`config.mk`:
```
export PLATFORM = sky130hd
export DESIGN_NAME = hdr_stream_combiner
export DESIGN_NICKNAME = d
export VERILOG_FILES = /design/src/rtl/hdr_pkg.sv /design/src/rtl/hdr_tag_fifo.sv /design/src/rtl/hdr_stream_combiner.sv
export SDC_FILE = /design/constraint.sdc
export NUM_CORES = 1
export LEC_CHECK = 0
export CORE_AREA = 10 10 200 202
export DETAILED_ROUTE_END_ITERATION = 6
export DIE_AREA = 0 0 210 212
export GPL_TIMING_DRIVEN = 0
export PLACE_DENSITY = 0.61
export SLEW_MARGIN = 30
export SYNTH_ARGS = -nofsm -noshare
export SYNTH_HDL_FRONTEND = slang
export SYNTH_SLANG_ARGS = --single-unit
```
`constraint.sdc`:
```
create_clock -name memclk -period 3.7 [get_ports memclk]
set_input_delay 0.74 -clock memclk [delete_from_list [all_inputs] [get_ports memclk]]
set_output_delay 0.74 -clock memclk [all_outputs]
set_load 0.01 [all_outputs]
```
`src/rtl/hdr_pkg.sv`:
```
// Shared types and field packing for the header stream combiner:
// FSM encoding, datamover command layout and completion layout.
package hdr_pkg;

   typedef enum logic [2:0] {
      ST_IDLE   = 3'd0,
      ST_ISSUE  = 3'd1,
      ST_STREAM = 3'd2,
      ST_DRAIN  = 3'd3,
      ST_ACK    = 3'd4
   } state_e;

   localparam int ADDR_W = 13;
   localparam int BASE_W = 19;
   localparam int BTT_W  = 23;
   localparam int CMD_W  = 72;
   localparam int CMPL_W = 24;
   localparam int TAG_W  = ADDR_W + 1;

   function automatic logic [CMD_W-1:0] make_cmd(input logic [ADDR_W-1:0] addr,
                                                 input logic [BASE_W-1:0] base,
                                                 input logic [BTT_W-1:0]  btt);
      return {4'b0, addr[3:0], addr, base, 1'b0, 1'b1, 6'b0, 1'b1, btt};
   endfunction

   // Status bit 7 is the datamover OK flag; the completion carries its inverse.
   function automatic logic [CMPL_W-1:0] make_cmpl(input logic [ADDR_W-1:0] addr,
                                                  input logic              len_err,
                                                  input logic [3:0]        stat_hi);
      return {3'b0, addr, 3'b0, len_err, ~stat_hi[3], stat_hi[2:0]};
   endfunction

endpackage

```
`src/rtl/hdr_tag_fifo.sv`:
```
// First-word-fall-through tag FIFO holding {len_err, addr} per outstanding command.
// set_err_i flags the MSB of the most recently pushed entry while its event streams.
module hdr_tag_fifo
   import hdr_pkg::*;
#(
   parameter int DEPTH = 4,
   parameter int WIDTH = TAG_W
) (
   input  logic             clk,
   input  logic             rst,
   input  logic             push_i,
   input  logic [WIDTH-1:0] din_i,
   input  logic             pop_i,
   input  logic             set_err_i,
   output logic [WIDTH-1:0] dout_o,
   output logic             empty_o,
   output logic             full_o
);

   localparam int PW = (DEPTH > 1) ? $clog2(DEPTH) : 1;
   localparam int CW = $clog2(DEPTH + 1);

   logic [PW-1:0]    wr_q, wr_d, rd_q, rd_d, last_q, last_d;
   logic [CW-1:0]    cnt_q, cnt_d;
   logic [WIDTH-1:0] mem_q [DEPTH];
   logic             push_ok, pop_ok;

   function automatic logic [PW-1:0] ptr_inc(input logic [PW-1:0] p);
      return (p == PW'(DEPTH - 1)) ? '0 : p + PW'(1);
   endfunction

   assign empty_o = (cnt_q == '0);
   assign full_o  = (cnt_q == CW'(DEPTH));
   assign dout_o  = mem_q[rd_q];
   assign push_ok = push_i && !full_o;
   assign pop_ok  = pop_i && !empty_o;

   always_comb begin
      wr_d   = wr_q;
      rd_d   = rd_q;
      last_d = last_q;
      cnt_d  = cnt_q;
      if (push_ok) begin
         wr_d   = ptr_inc(wr_q);
         last_d = wr_q;
      end
      if (pop_ok) rd_d = ptr_inc(rd_q);
      case ({push_ok, pop_ok})
         2'b10:   cnt_d = cnt_q + CW'(1);
         2'b01:   cnt_d = cnt_q - CW'(1);
         default: cnt_d = cnt_q;
      endcase
   end

   always_ff @(posedge clk) begin
      if (rst) begin
         wr_q   <= '0;
         rd_q   <= '0;
         last_q <= '0;
         cnt_q  <= '0;
      end else begin
         wr_q   <= wr_d;
         rd_q   <= rd_d;
         last_q <= last_d;
         cnt_q  <= cnt_d;
      end
   end

   always_ff @(posedge clk) begin
      if (push_ok) mem_q[wr_q] <= din_i;
      if (set_err_i) mem_q[last_q][WIDTH-1] <= 1'b1;
   end

endmodule

```
`src/rtl/hdr_stream_combiner.sv`:
```
// Concatenates the TURF and TURFIO header streams into one fixed-length record per event,
// issues the matching datamover write command and turns datamover status into completions.
module hdr_stream_combiner
   import hdr_pkg::*;
#(
   parameter int               NCHAN      = 5,
   parameter int               DATA_WIDTH = 64,
   parameter logic [8*NCHAN-1:0] CHAN_BEATS = {8'd4, 8'd4, 8'd4, 8'd4, 8'd16},
   parameter logic [18:0]      BASE_ADDR  = 19'h03F00,
   parameter int               TAG_DEPTH  = 4
) (
   input  logic                        memclk,
   input  logic                        memrst,
   input  logic [NCHAN-1:0]            mask_i,
   input  logic [15:0]                 s_done_tdata,
   input  logic                        s_done_tvalid,
   output logic                        s_done_tready,
   input  logic [NCHAN*DATA_WIDTH-1:0] s_ch_tdata,
   input  logic [NCHAN-1:0]            s_ch_tvalid,
   output logic [NCHAN-1:0]            s_ch_tready,
   input  logic [NCHAN-1:0]            s_ch_tlast,
   output logic [DATA_WIDTH-1:0]       m_hdr_tdata,
   output logic                        m_hdr_tvalid,
   input  logic                        m_hdr_tready,
   output logic                        m_hdr_tlast,
   output logic [71:0]                 m_cmd_tdata,
   output logic                        m_cmd_tvalid,
   input  logic                        m_cmd_tready,
   input  logic [7:0]                  s_stat_tdata,
   input  logic                        s_stat_tvalid,
   output logic                        s_stat_tready,
   output logic [23:0]                 m_cmpl_tdata,
   output logic                        m_cmpl_tvalid,
   input  logic                        m_cmpl_tready,
   output logic [NCHAN-1:0]            len_err_o
);

   localparam int CH_W = (NCHAN > 1) ? $clog2(NCHAN) : 1;

   function automatic int total_beats();
      int s = 0;
      for (int i = 0; i < NCHAN; i++) s += int'(CHAN_BEATS[8*i +: 8]);
      return s;
   endfunction

   localparam int               BTT     = total_beats() * DATA_WIDTH / 8;
   localparam logic [BTT_W-1:0] BTT_V   = BTT_W'(BTT);
   localparam logic [CH_W-1:0]  LAST_CH = CH_W'(NCHAN - 1);

   state_e              state_q, state_d;
   logic [CH_W-1:0]     ch_q, ch_d;
   logic [7:0]          beat_q, beat_d;
   logic                pad_q, pad_d;
   logic [NCHAN-1:0]    mask_q, mask_d, len_err_q, len_err_d;
   logic [ADDR_W-1:0]   addr_q, addr_d;

   logic [7:0]          cur_beats;
   logic [DATA_WIDTH-1:0] cur_data;
   logic                cur_valid, cur_last, last_beat, ch_is_last, zero_src;
   logic                hdr_fire, advance, set_err, tag_push, tag_pop;
   logic                tag_empty, tag_full;
   logic [TAG_W-1:0]    tag_dout;
   logic                unused_bits;

   assign cur_beats  = CHAN_BEATS[8*ch_q +: 8];
   assign cur_data   = s_ch_tdata[DATA_WIDTH*ch_q +: DATA_WIDTH];
   assign cur_valid  = s_ch_tvalid[ch_q];
   assign cur_last   = s_ch_tlast[ch_q];
   assign last_beat  = (beat_q == cur_beats - 8'd1);
   assign ch_is_last = (ch_q == LAST_CH);
   // Masked channels and the tail of a short packet are synthesised as zero beats.
   assign zero_src   = mask_q[ch_q] || pad_q;
   assign hdr_fire   = m_hdr_tvalid && m_hdr_tready;
   assign unused_bits = ^{s_done_tdata[15:13], s_stat_tdata[3:0]};

   always_ff @(posedge memclk) begin
      if (memrst) begin
         state_q   <= ST_IDLE;
         ch_q      <= '0;
         beat_q    <= '0;
         pad_q     <= 1'b0;
         mask_q    <= '0;
         len_err_q <= '0;
      end else begin
         state_q   <= state_d;
         ch_q      <= ch_d;
         beat_q    <= beat_d;
         pad_q     <= pad_d;
         mask_q    <= mask_d;
         len_err_q <= len_err_d;
      end
   end

   always_ff @(posedge memclk) addr_q <= addr_d;

   always_comb begin
      state_d   = state_q;
      ch_d      = ch_q;
      beat_d    = beat_q;
      pad_d     = pad_q;
      mask_d    = mask_q;
      len_err_d = len_err_q;
      addr_d    = addr_q;
      advance   = 1'b0;
      set_err   = 1'b0;
      tag_push  = 1'b0;
      case (state_q)
         ST_IDLE: begin
            if (s_done_tvalid && (&(s_ch_tvalid | mask_i)) && !tag_full) begin
               state_d = ST_ISSUE;
               mask_d  = mask_i;
               addr_d  = s_done_tdata[ADDR_W-1:0];
            end
         end
         ST_ISSUE: begin
            if (m_cmd_tready) begin
               tag_push = 1'b1;
               state_d  = ST_STREAM;
               ch_d     = '0;
               beat_d   = '0;
               pad_d    = 1'b0;
            end
         end
         ST_STREAM: begin
            if (hdr_fire) begin
               if (last_beat) begin
                  if (!zero_src && !cur_last) begin
                     set_err = 1'b1;
                     state_d = ST_DRAIN;
                  end else begin
                     advance = 1'b1;
                  end
               end else begin
                  beat_d = beat_q + 8'd1;
                  if (!zero_src && cur_last) begin
                     set_err = 1'b1;
                     pad_d   = 1'b1;
                  end
               end
            end
         end
         ST_DRAIN: begin
            if (cur_valid && cur_last) advance = 1'b1;
         end
         ST_ACK:  state_d = ST_IDLE;
         default: state_d = ST_IDLE;
      endcase
      if (set_err) len_err_d[ch_q] = 1'b1;
      if (advance) begin
         if (ch_is_last) begin
            state_d = ST_ACK;
         end else begin
            state_d = ST_STREAM;
            ch_d    = ch_q + CH_W'(1);
            beat_d  = '0;
            pad_d   = 1'b0;
         end
      end
   end

   always_comb begin
      m_cmd_tvalid  = 1'b0;
      m_hdr_tvalid  = 1'b0;
      m_hdr_tdata   = '0;
      m_hdr_tlast   = 1'b0;
      s_ch_tready   = '0;
      s_done_tready = 1'b0;
      case (state_q)
         ST_ISSUE: m_cmd_tvalid = 1'b1;
         ST_STREAM: begin
            m_hdr_tlast = ch_is_last && last_beat;
            if (zero_src) begin
               m_hdr_tvalid = 1'b1;
            end else begin
               m_hdr_tvalid      = cur_valid;
               m_hdr_tdata       = cur_data;
               s_ch_tready[ch_q] = m_hdr_tready;
            end
         end
         ST_DRAIN: s_ch_tready[ch_q] = 1'b1;
         ST_ACK:   s_done_tready = 1'b1;
         default: ;
      endcase
   end

   assign m_cmd_tdata   = make_cmd(addr_q, BASE_ADDR, BTT_V);
   assign len_err_o     = len_err_q;
   assign m_cmpl_tvalid = s_stat_tvalid && !tag_empty;
   assign tag_pop       = m_cmpl_tvalid && m_cmpl_tready;
   assign s_stat_tready = tag_pop;
   assign m_cmpl_tdata  = make_cmpl(tag_dout[ADDR_W-1:0], tag_dout[TAG_W-1], s_stat_tdata[7:4]);

   hdr_tag_fifo #(.DEPTH(TAG_DEPTH), .WIDTH(TAG_W)) u_tag_fifo (
      .clk       (memclk),
      .rst       (memrst),
      .push_i    (tag_push),
      .din_i     ({1'b0, addr_q}),
      .pop_i     (tag_pop),
      .set_err_i (set_err),
      .dout_o    (tag_dout),
      .empty_o   (tag_empty),
      .full_o    (tag_full)
   );

endmodule
```
# == After elaboration in Yosys (flattened, before gate mapping) ==
# Memories as Yosys holds them, arrays and structs flattened. A register that Yosys moved wholly into a read port is not among the register bits.
# Cells that the tools add are included.
# op_classes
bitwise,4
magnitude_cmp,2
muxes,66
reduce_logical,24
eq_ne,17
add_sub_neg,7
n_shift,2
# op_table
op,count
$shiftx 320x10->64,1
$mux 64,2
$mux 8,5
$shiftx 40x7->8 const A,1
$mux 3,11
$mux 1,30
$pmux 8 s2,1
$ne 3x3->1 const B,5
$mux 14,1
$reduce_or 14->1,1
$logic_and 1x1->1,12
$mux 2,6
$pmux 3 s4,1
$or 5x5->5,2
$pmux 5 s2,1
$bmux 1 s3,3
$eq 3x3->1 const B,3
$add 8x1->8 const B,1
$eq 8x8->1,1
$sub 8x1->8 const B,1
$add 3x1->3 const B,2
$eq 2x2->1 const B,3
$eq 3x2->1 const B,2
$logic_not 3->1,2
other kinds (19),24
# word_totals
out_inout_bits,176
wordCells,134
mem_count,1
ff_bits,47
inputBits,366
mem_bits_rw,56
# memory_table
memory,depth,word_bits,read_ports,rd_clocked_by_memory_dff,write_ports,line_no,source
u_tag_fifo.mem_q,4,14,1,1,1,hdr_tag_fifo.sv:25,logic [WIDTH-1:0] mem_q [DEPTH];

# == Longest topological paths before layout ==
# logic_depth
depth_word,13
mapped_depth,16
mapped_depth_nobuf,13

# == Modules after synthesis ==
# Synthesis repeated with hierarchy kept, for this count alone.
# unflattened
hier_cells,796
area_unflattened_um2,7810.0
# modules_own_cells
module,seq_area_each_um2,area_each_um2,instances,cells_per_inst
hdr_stream_combiner,890.9,5166.2,1,646
hdr_tag_fifo,1861.8,2643.8,1,150

# == Least setup slack after synthesis ==
# No wires, ideal clock.
# synth_path
path_type,reg-to-reg
start,register ch_q[2]
end,"memory u_tag_fifo.mem_q[1][0] (netlist name), enable pin"
required_ps,3313
path_stages_with_launch,15
slack_ps,-144
arrival_ps,3456
path_cell_list,dfxtp_1 buf_2 inv_1 clkbuf_1 buf_1 nand2_1 ha_1 nor4_1 o211a_1 a21boi_2 xnor2_1 nand4_1 inv_2 nand3b_1 a21oi_1
# synth_via
elab_chain_cells,13
# synth_rtl
element,line_no,source
start: declaration,hdr_stream_combiner.sv:51,"logic [CH_W-1:0] ch_q, ch_d;"
start signal: assignment,hdr_stream_combiner.sv:86,ch_q <= ch_d;
branches (longest 7 deep; another with $sub 8x1->8),n/a,
$mux 1 (*),hdr_stream_combiner.sv:125,if (hdr_fire) begin
$mux 1 (*),hdr_stream_combiner.sv:107,case (state_q)
via set_err,hdr_stream_combiner.sv:60,"logic hdr_fire, advance, set_err, tag_push, tag_pop;"
$mux 1 (*),hdr_tag_fifo.sv:71,if (set_err_i) mem_q[last_q][WIDTH-1] <= 1'b1;
$mux 1 (implied by the code) (*),hdr_tag_fifo.sv:71,
$reduce_or 14->1 (no source line) (*),n/a,
$mux 2 (no source line),n/a,
end: declaration,hdr_tag_fifo.sv:25,
# Mark *: on every way through the listed nets, which the timed path passes. The select of a mux whose other input is x is not followed.

# == Worst setup path after layout ==
# layout_path
start,register ch_q[0]
end,output m_hdr_tlast
# layout_via
elab_chain_cells,5
# layout_rtl
element,line_no,source
$shiftx 40x7->8,hdr_stream_combiner.sv:65,assign cur_beats = CHAN_BEATS[8*ch_q +: 8];
$sub 8x1->8,hdr_stream_combiner.sv:69,assign last_beat = (beat_q == cur_beats - 8'd1);
$eq 8x8->1,hdr_stream_combiner.sv:69,
$logic_and 1x1->1 (*),hdr_stream_combiner.sv:171,m_hdr_tlast = ch_is_last && last_beat;
$mux 1 (*),hdr_stream_combiner.sv:168,case (state_q)
end: declaration,hdr_stream_combiner.sv:25,"output logic m_hdr_tlast,"
# Every way passes the cells marked *; elsewhere a longest branch is shown, timed or not.

==> impl_table.tex <==
\begin{tabular}{lr}
\hline
Metric & Value \\
\hline
\multicolumn{2}{l}{\textbf{Finish}} \\
\quad Most used cells in the layout excluding fill and tap cells & 436 x sky130\_fd\_sc\_hd\_\_clkdlybuf4s50\_1, 100 x sky130\_fd\_sc\_hd\_\_nor2\_1, 79 x sky130\_fd\_sc\_hd\_\_buf\_4 \\
\quad Most frequent standard cell in the layout excluding fill and tap cells & sky130\_fd\_sc\_hd\_\_clkdlybuf4s50\_1 \\
\quad Net count, final & 1618 \\
\quad Area added between synthesis and finish & 81.93\% \\
\quad Layout cells sized above 1 & 0.1819 \\
\multicolumn{2}{l}{\textbf{Yosys}} \\
\quad Post-Synthesis Cells & 697 \\
\quad Post-synthesis cell type with the largest combined area & sky130\_fd\_sc\_hd\_\_edfxtp\_1 \\
\quad Seq/Total Area, Yosys & 0.3724 \\
\quad Mean instance size in the synthesized netlist & 10.76 um2 \\
\quad Top post-synthesis cells by area & sky130\_fd\_sc\_hd\_\_edfxtp\_1 28\%, sky130\_fd\_sc\_hd\_\_mux4\_2 20\%, sky130\_fd\_sc\_hd\_\_dfxtp\_1 9.6\%, sky130\_fd\_sc\_hd\_\_buf\_4 6.8\%, sky130\_fd\_sc\_hd\_\_a22oi\_1 5.9\% \\
\quad Post-Synth Adder-Cell Area & 0.01602 \\
\quad Largest family of logic cells by synthesized area & multiplexers \\
\quad Post-synth top flop & sky130\_fd\_sc\_hd\_\_edfxtp\_1 \\
\quad Multiplexer fraction of the synthesized cell area & 0.2271 \\
\quad Area share of and/or/nand/nor cells after synthesis & 0.1203 \\
\quad Mapped cell area & 7498 um2 \\
\quad Share of the synthesized area in compound gates (AO/OA/AOI/OAI) & 0.1558 \\
\quad Share of the synthesized area in the top cell type & 0.2763 \\
\quad Number of flip-flops and latches in the synthesized netlist & 105 \\
\quad Xor/xnor share of the synthesized area & 0.004672 \\
\quad Count of synthesis-stage warnings from yosys & 0 \\
\quad Proportion of register bits with asynchronous set or reset after synthesis & 0 \\
\quad Number of enable flip-flop cells after synthesis & 69 \\
\quad Number of distinct library cell variants in the gate-level netlist after synthesis & 62 \\
\multicolumn{2}{l}{\textbf{STA}} \\
\quad Worst slew pin tran & 0.7988 ns \\
\quad Final setup violating endpoints & 0 \\
\quad Layout Skew & 0.006133 ns \\
\quad Worst Slack Setup Final & 0.1330 ns \\
\quad Min cycle time layout & 3.567 ns \\
\quad Fmax & 280.3 MHz \\
\quad Hold Fails Final Rpt & 0 \\
\quad Rel. slew slack & 0.4669 \\
\quad Hold WS & 0.4805 ns \\
\quad Final worst-path cycle share & 0.9641 \\
\quad Setup TNS & 0 ns \\
\quad Number of pins exceeding their max-slew limit in the final report & 0 \\
\multicolumn{2}{l}{\textbf{CTS}} \\
\quad Number of sinks driven by the clock tree & 105 \\
\quad Worst-case clock buffer depth & 2 \\
\quad H-tree depth & 3 \\
\quad Clock tree root driver cell & sky130\_fd\_sc\_hd\_\_clkbuf\_16 \\
\quad Clk Latency, worst-skew pair & 0.35 ns \\
\quad Clock input transition at the sequential cells of the worst setup and hold paths & 0.07 ns \\
\quad Cts bufs inserted & 9 \\
\quad Clock tree from TritonCTS & built \\
\multicolumn{2}{l}{\textbf{Global route}} \\
\quad Pin count of the biggest net entering global routing & 19 \\
\quad Global Route Usage Sum & 0.2049 \\
\quad Number of global-route vias before repair & 8371 \\
\quad Number of antenna violations at the first check in global routing & 28 \\
\quad Global-route wire length before repair & 65340 um \\
\quad Total global routing overflow & 0 \\
\multicolumn{2}{l}{\textbf{Hold path}} \\
\quad HP Start & len\_err\_o[3]\$\_SDFFE\_PP0P\_ \\
\quad Kind of path behind the tightest hold check & flop to flop \\
\quad Number of stages on the worst hold path & 2 \\
\quad Destination of the worst hold path & len\_err\_o[3]\$\_SDFFE\_PP0P\_ \\
\multicolumn{2}{l}{\textbf{Worst setup path}} \\
\quad Endpoint of the lowest-slack register-to-register path & u\_tag\_fifo.mem\_q[1][8]\$\_DFFE\_PP\_ \\
\quad CP Capture Type & primary output \\
\quad Critical path arrival & 2.83 ns \\
\quad CP max FO & 11 \\
\quad Number of cells on the worst reg-to-reg path & 17 \\
\quad Type of origin of the critical path & flop \\
\quad CP Data Required Time & 2.96 ns \\
\quad Kind of critical path & flop to primary output \\
\quad Startpoint of the worst register-to-register path & ch\_q[0]\$\_SDFF\_PP0\_ \\
\quad R2R setup slack & 0.26 ns \\
\multicolumn{2}{l}{\textbf{Placement}} \\
\quad Worst-case setup slack after placement & -1.583 ns \\
\quad Dpl hpwl & 41650 um \\
\quad Final weighted congestion in routability-driven placement & 0.9255 \\
\quad Count of buffers inserted at the top-level ports & 470 \\
\multicolumn{2}{l}{\textbf{Power}} \\
\quad Total power & 3.570 mW \\
\quad Worst IR drop on VDD & 0.2895 mV \\
\quad P per Cell Area & 261.7 nW/um2 \\
\quad Leakage power of the design & 5.462 nW \\
\multicolumn{2}{l}{\textbf{Drt}} \\
\quad Number of nets with antenna violations after detailed routing & 0 \\
\quad Final routed wire length divided by cell count & 27.72 um \\
\quad DRC violation total after the first TritonRoute iteration & 651 \\
\quad Routed via count & 8161 \\
\quad Drt via density & 4.726 \\
\quad 1st-pass router iterations & 5 \\
\quad Final wirelength & 47880 um \\
\quad DRC viols & 0 \\
\multicolumn{2}{l}{\textbf{Floorplanning}} \\
\quad Die Outline Area & 44520 um2 \\
\quad Total core area & 36080 um2 \\
\quad Horizontal extent of the die & 210 um \\
\quad Effective utilization at floorplan & 0.2078 \\
\quad Top-level port count & 542 \\
\quad Vertical extent of the die & 212 um \\
\quad Row count & 70 \\
\multicolumn{2}{l}{\textbf{Status}} \\
\quad Outcome & complete, no violations \\
\multicolumn{2}{l}{\textbf{Flow run}} \\
\quad Reported max-cap violation count & 0 \\
\hline
\end{tabular}
-- layout make-up --
class / instances / area (um2)
antenna: 11 / 27.53
buffer: 116 / 798.3
clock buffer: 11 / 252.7
clock inverter: 5 / 46.29
fill: 3660 / 22440
inverter: 15 / 58.81
multi-input combinational: 519 / 4258
sequential: 105 / 2795
tap: 468 / 585.6
timing repair buffer: 477 / 4820
-- flip-flops by register name, summed over array words and instances (netlist names), named ones only --
name / count
state_q: 3
pad_q: 1
len_err_o: 5
addr_q: 13
ch_q: 2
u_tag_fifo.rd_q: 2
u_tag_fifo.last_q: 2
mask_q: 5
u_tag_fifo.mem_q: 56
u_tag_fifo.cnt_q: 3
beat_q: 8
u_tag_fifo.wr_q: 2
-- report_power, final --
group | total, mW | internal (mW) | switching, mW | leakage (nW)
combinational | 1.30 | 0.743 | 0.558 | 4.40
clock | 0.950 | 0.505 | 0.444 | 0.142
sequential | 1.32 | 1.29 | 0.0276 | 0.917
-- synth_stat cells (12+ instances only) --
library cell	instances
sky130_fd_sc_hd__a22oi_1	59
sky130_fd_sc_hd__buf_4	68
sky130_fd_sc_hd__a21oi_1	32
sky130_fd_sc_hd__o21ai_0	18
sky130_fd_sc_hd__mux2i_1	16
sky130_fd_sc_hd__edfxtp_1	69
sky130_fd_sc_hd__nand2_1	29
sky130_fd_sc_hd__inv_1	13
sky130_fd_sc_hd__clkbuf_1	28
sky130_fd_sc_hd__nor2_1	102
sky130_fd_sc_hd__and2_1	16
sky130_fd_sc_hd__mux4_2	68
sky130_fd_sc_hd__dfxtp_1	36
sky130_fd_sc_hd__o22ai_1	12
-- metal layers --
layer / share of wire / vias to the layer above / GRT usage
met2: 0.52 / 361 / 0.3619
met5: 0.0040 / - / 0
met3: 0.10 / 52 / 0.09582
met1: 0.36 / 4073 / 0.2222
li1: - / 3645 / -
met4: 0.011 / 30 / 0.03374
-- worst max-delay path: stages, from the launching register on --
cell	delay (ns)
sky130_fd_sc_hd__dfxtp_2	0.35
sky130_fd_sc_hd__buf_8	0.15
sky130_fd_sc_hd__inv_2	0.07
sky130_fd_sc_hd__buf_6	0.15
sky130_fd_sc_hd__ha_4	0.16
sky130_fd_sc_hd__and2_4	0.14
sky130_fd_sc_hd__buf_6	0.12
sky130_fd_sc_hd__nor2_1	0.05
sky130_fd_sc_hd__ha_1	0.20
sky130_fd_sc_hd__nor4_2	0.31
sky130_fd_sc_hd__o211a_1	0.20
sky130_fd_sc_hd__a21bo_4	0.26
sky130_fd_sc_hd__nor3_4	0.18
sky130_fd_sc_hd__buf_6	0.14
-- cell families after synthesis --
| logic type | after synthesis |
|---|---|
| other cells | 2 |
| compound gates | 163 |
| buf+inv | 132 |
| fa+ha+maj | 9 |
| mux | 85 |
| xor+xnor | 4 |
| flops | 105 |
| simple gates | 197 |
-- timing repair --
item | in CTS | in global routing
pin swaps | 3 | 0
setup endpoints to repair | 161 | 108
setup buffers | 5 | 0
hold endpoints to repair | 0 | 0
hold buffers | 0 | 0
gates resized for setup | 62 | 48
-- stage by stage --
stage / instances / area, um2 / utilization
after floorplan: 756 / 7724 / -
after global placement: 1694 / 13010 / 0.3606
after detailed placement: 1696 / 13040 / 0.3613
after CTS: 1717 / 13490 / 0.3739
after global routing: 1720 / 13620 / 0.3776
final: 1727 / 13640 / 0.3781
-- worst max-delay path by stage --
| stage | start | end | slack, ns | cells after the start |
|---|---|---|---|---|
| after floorplan | ch_q[2]$_SDFF_PP0_ | u_tag_fifo.mem_q[1][0]$_DFFE_PP_ | 0.09 | 14 |
| after global placement | ch_q[2]$_SDFF_PP0_ | u_tag_fifo.mem_q[1][7]$_DFFE_PP_ | -1.49 | 14 |
| after detailed placement | ch_q[2]$_SDFF_PP0_ | u_tag_fifo.mem_q[1][7]$_DFFE_PP_ | -1.58 | 14 |
| after CTS | flop | m_cmpl_tdata[20] | 0.0003 | 4 |
| after global routing | ch_q[0]$_SDFF_PP0_ | m_hdr_tlast | -0.001 | 13 |
| final | ch_q[0]$_SDFF_PP0_ | m_hdr_tlast | 0.13 | 13 |
Note: power is estimated with default switching activity, not from simulation.
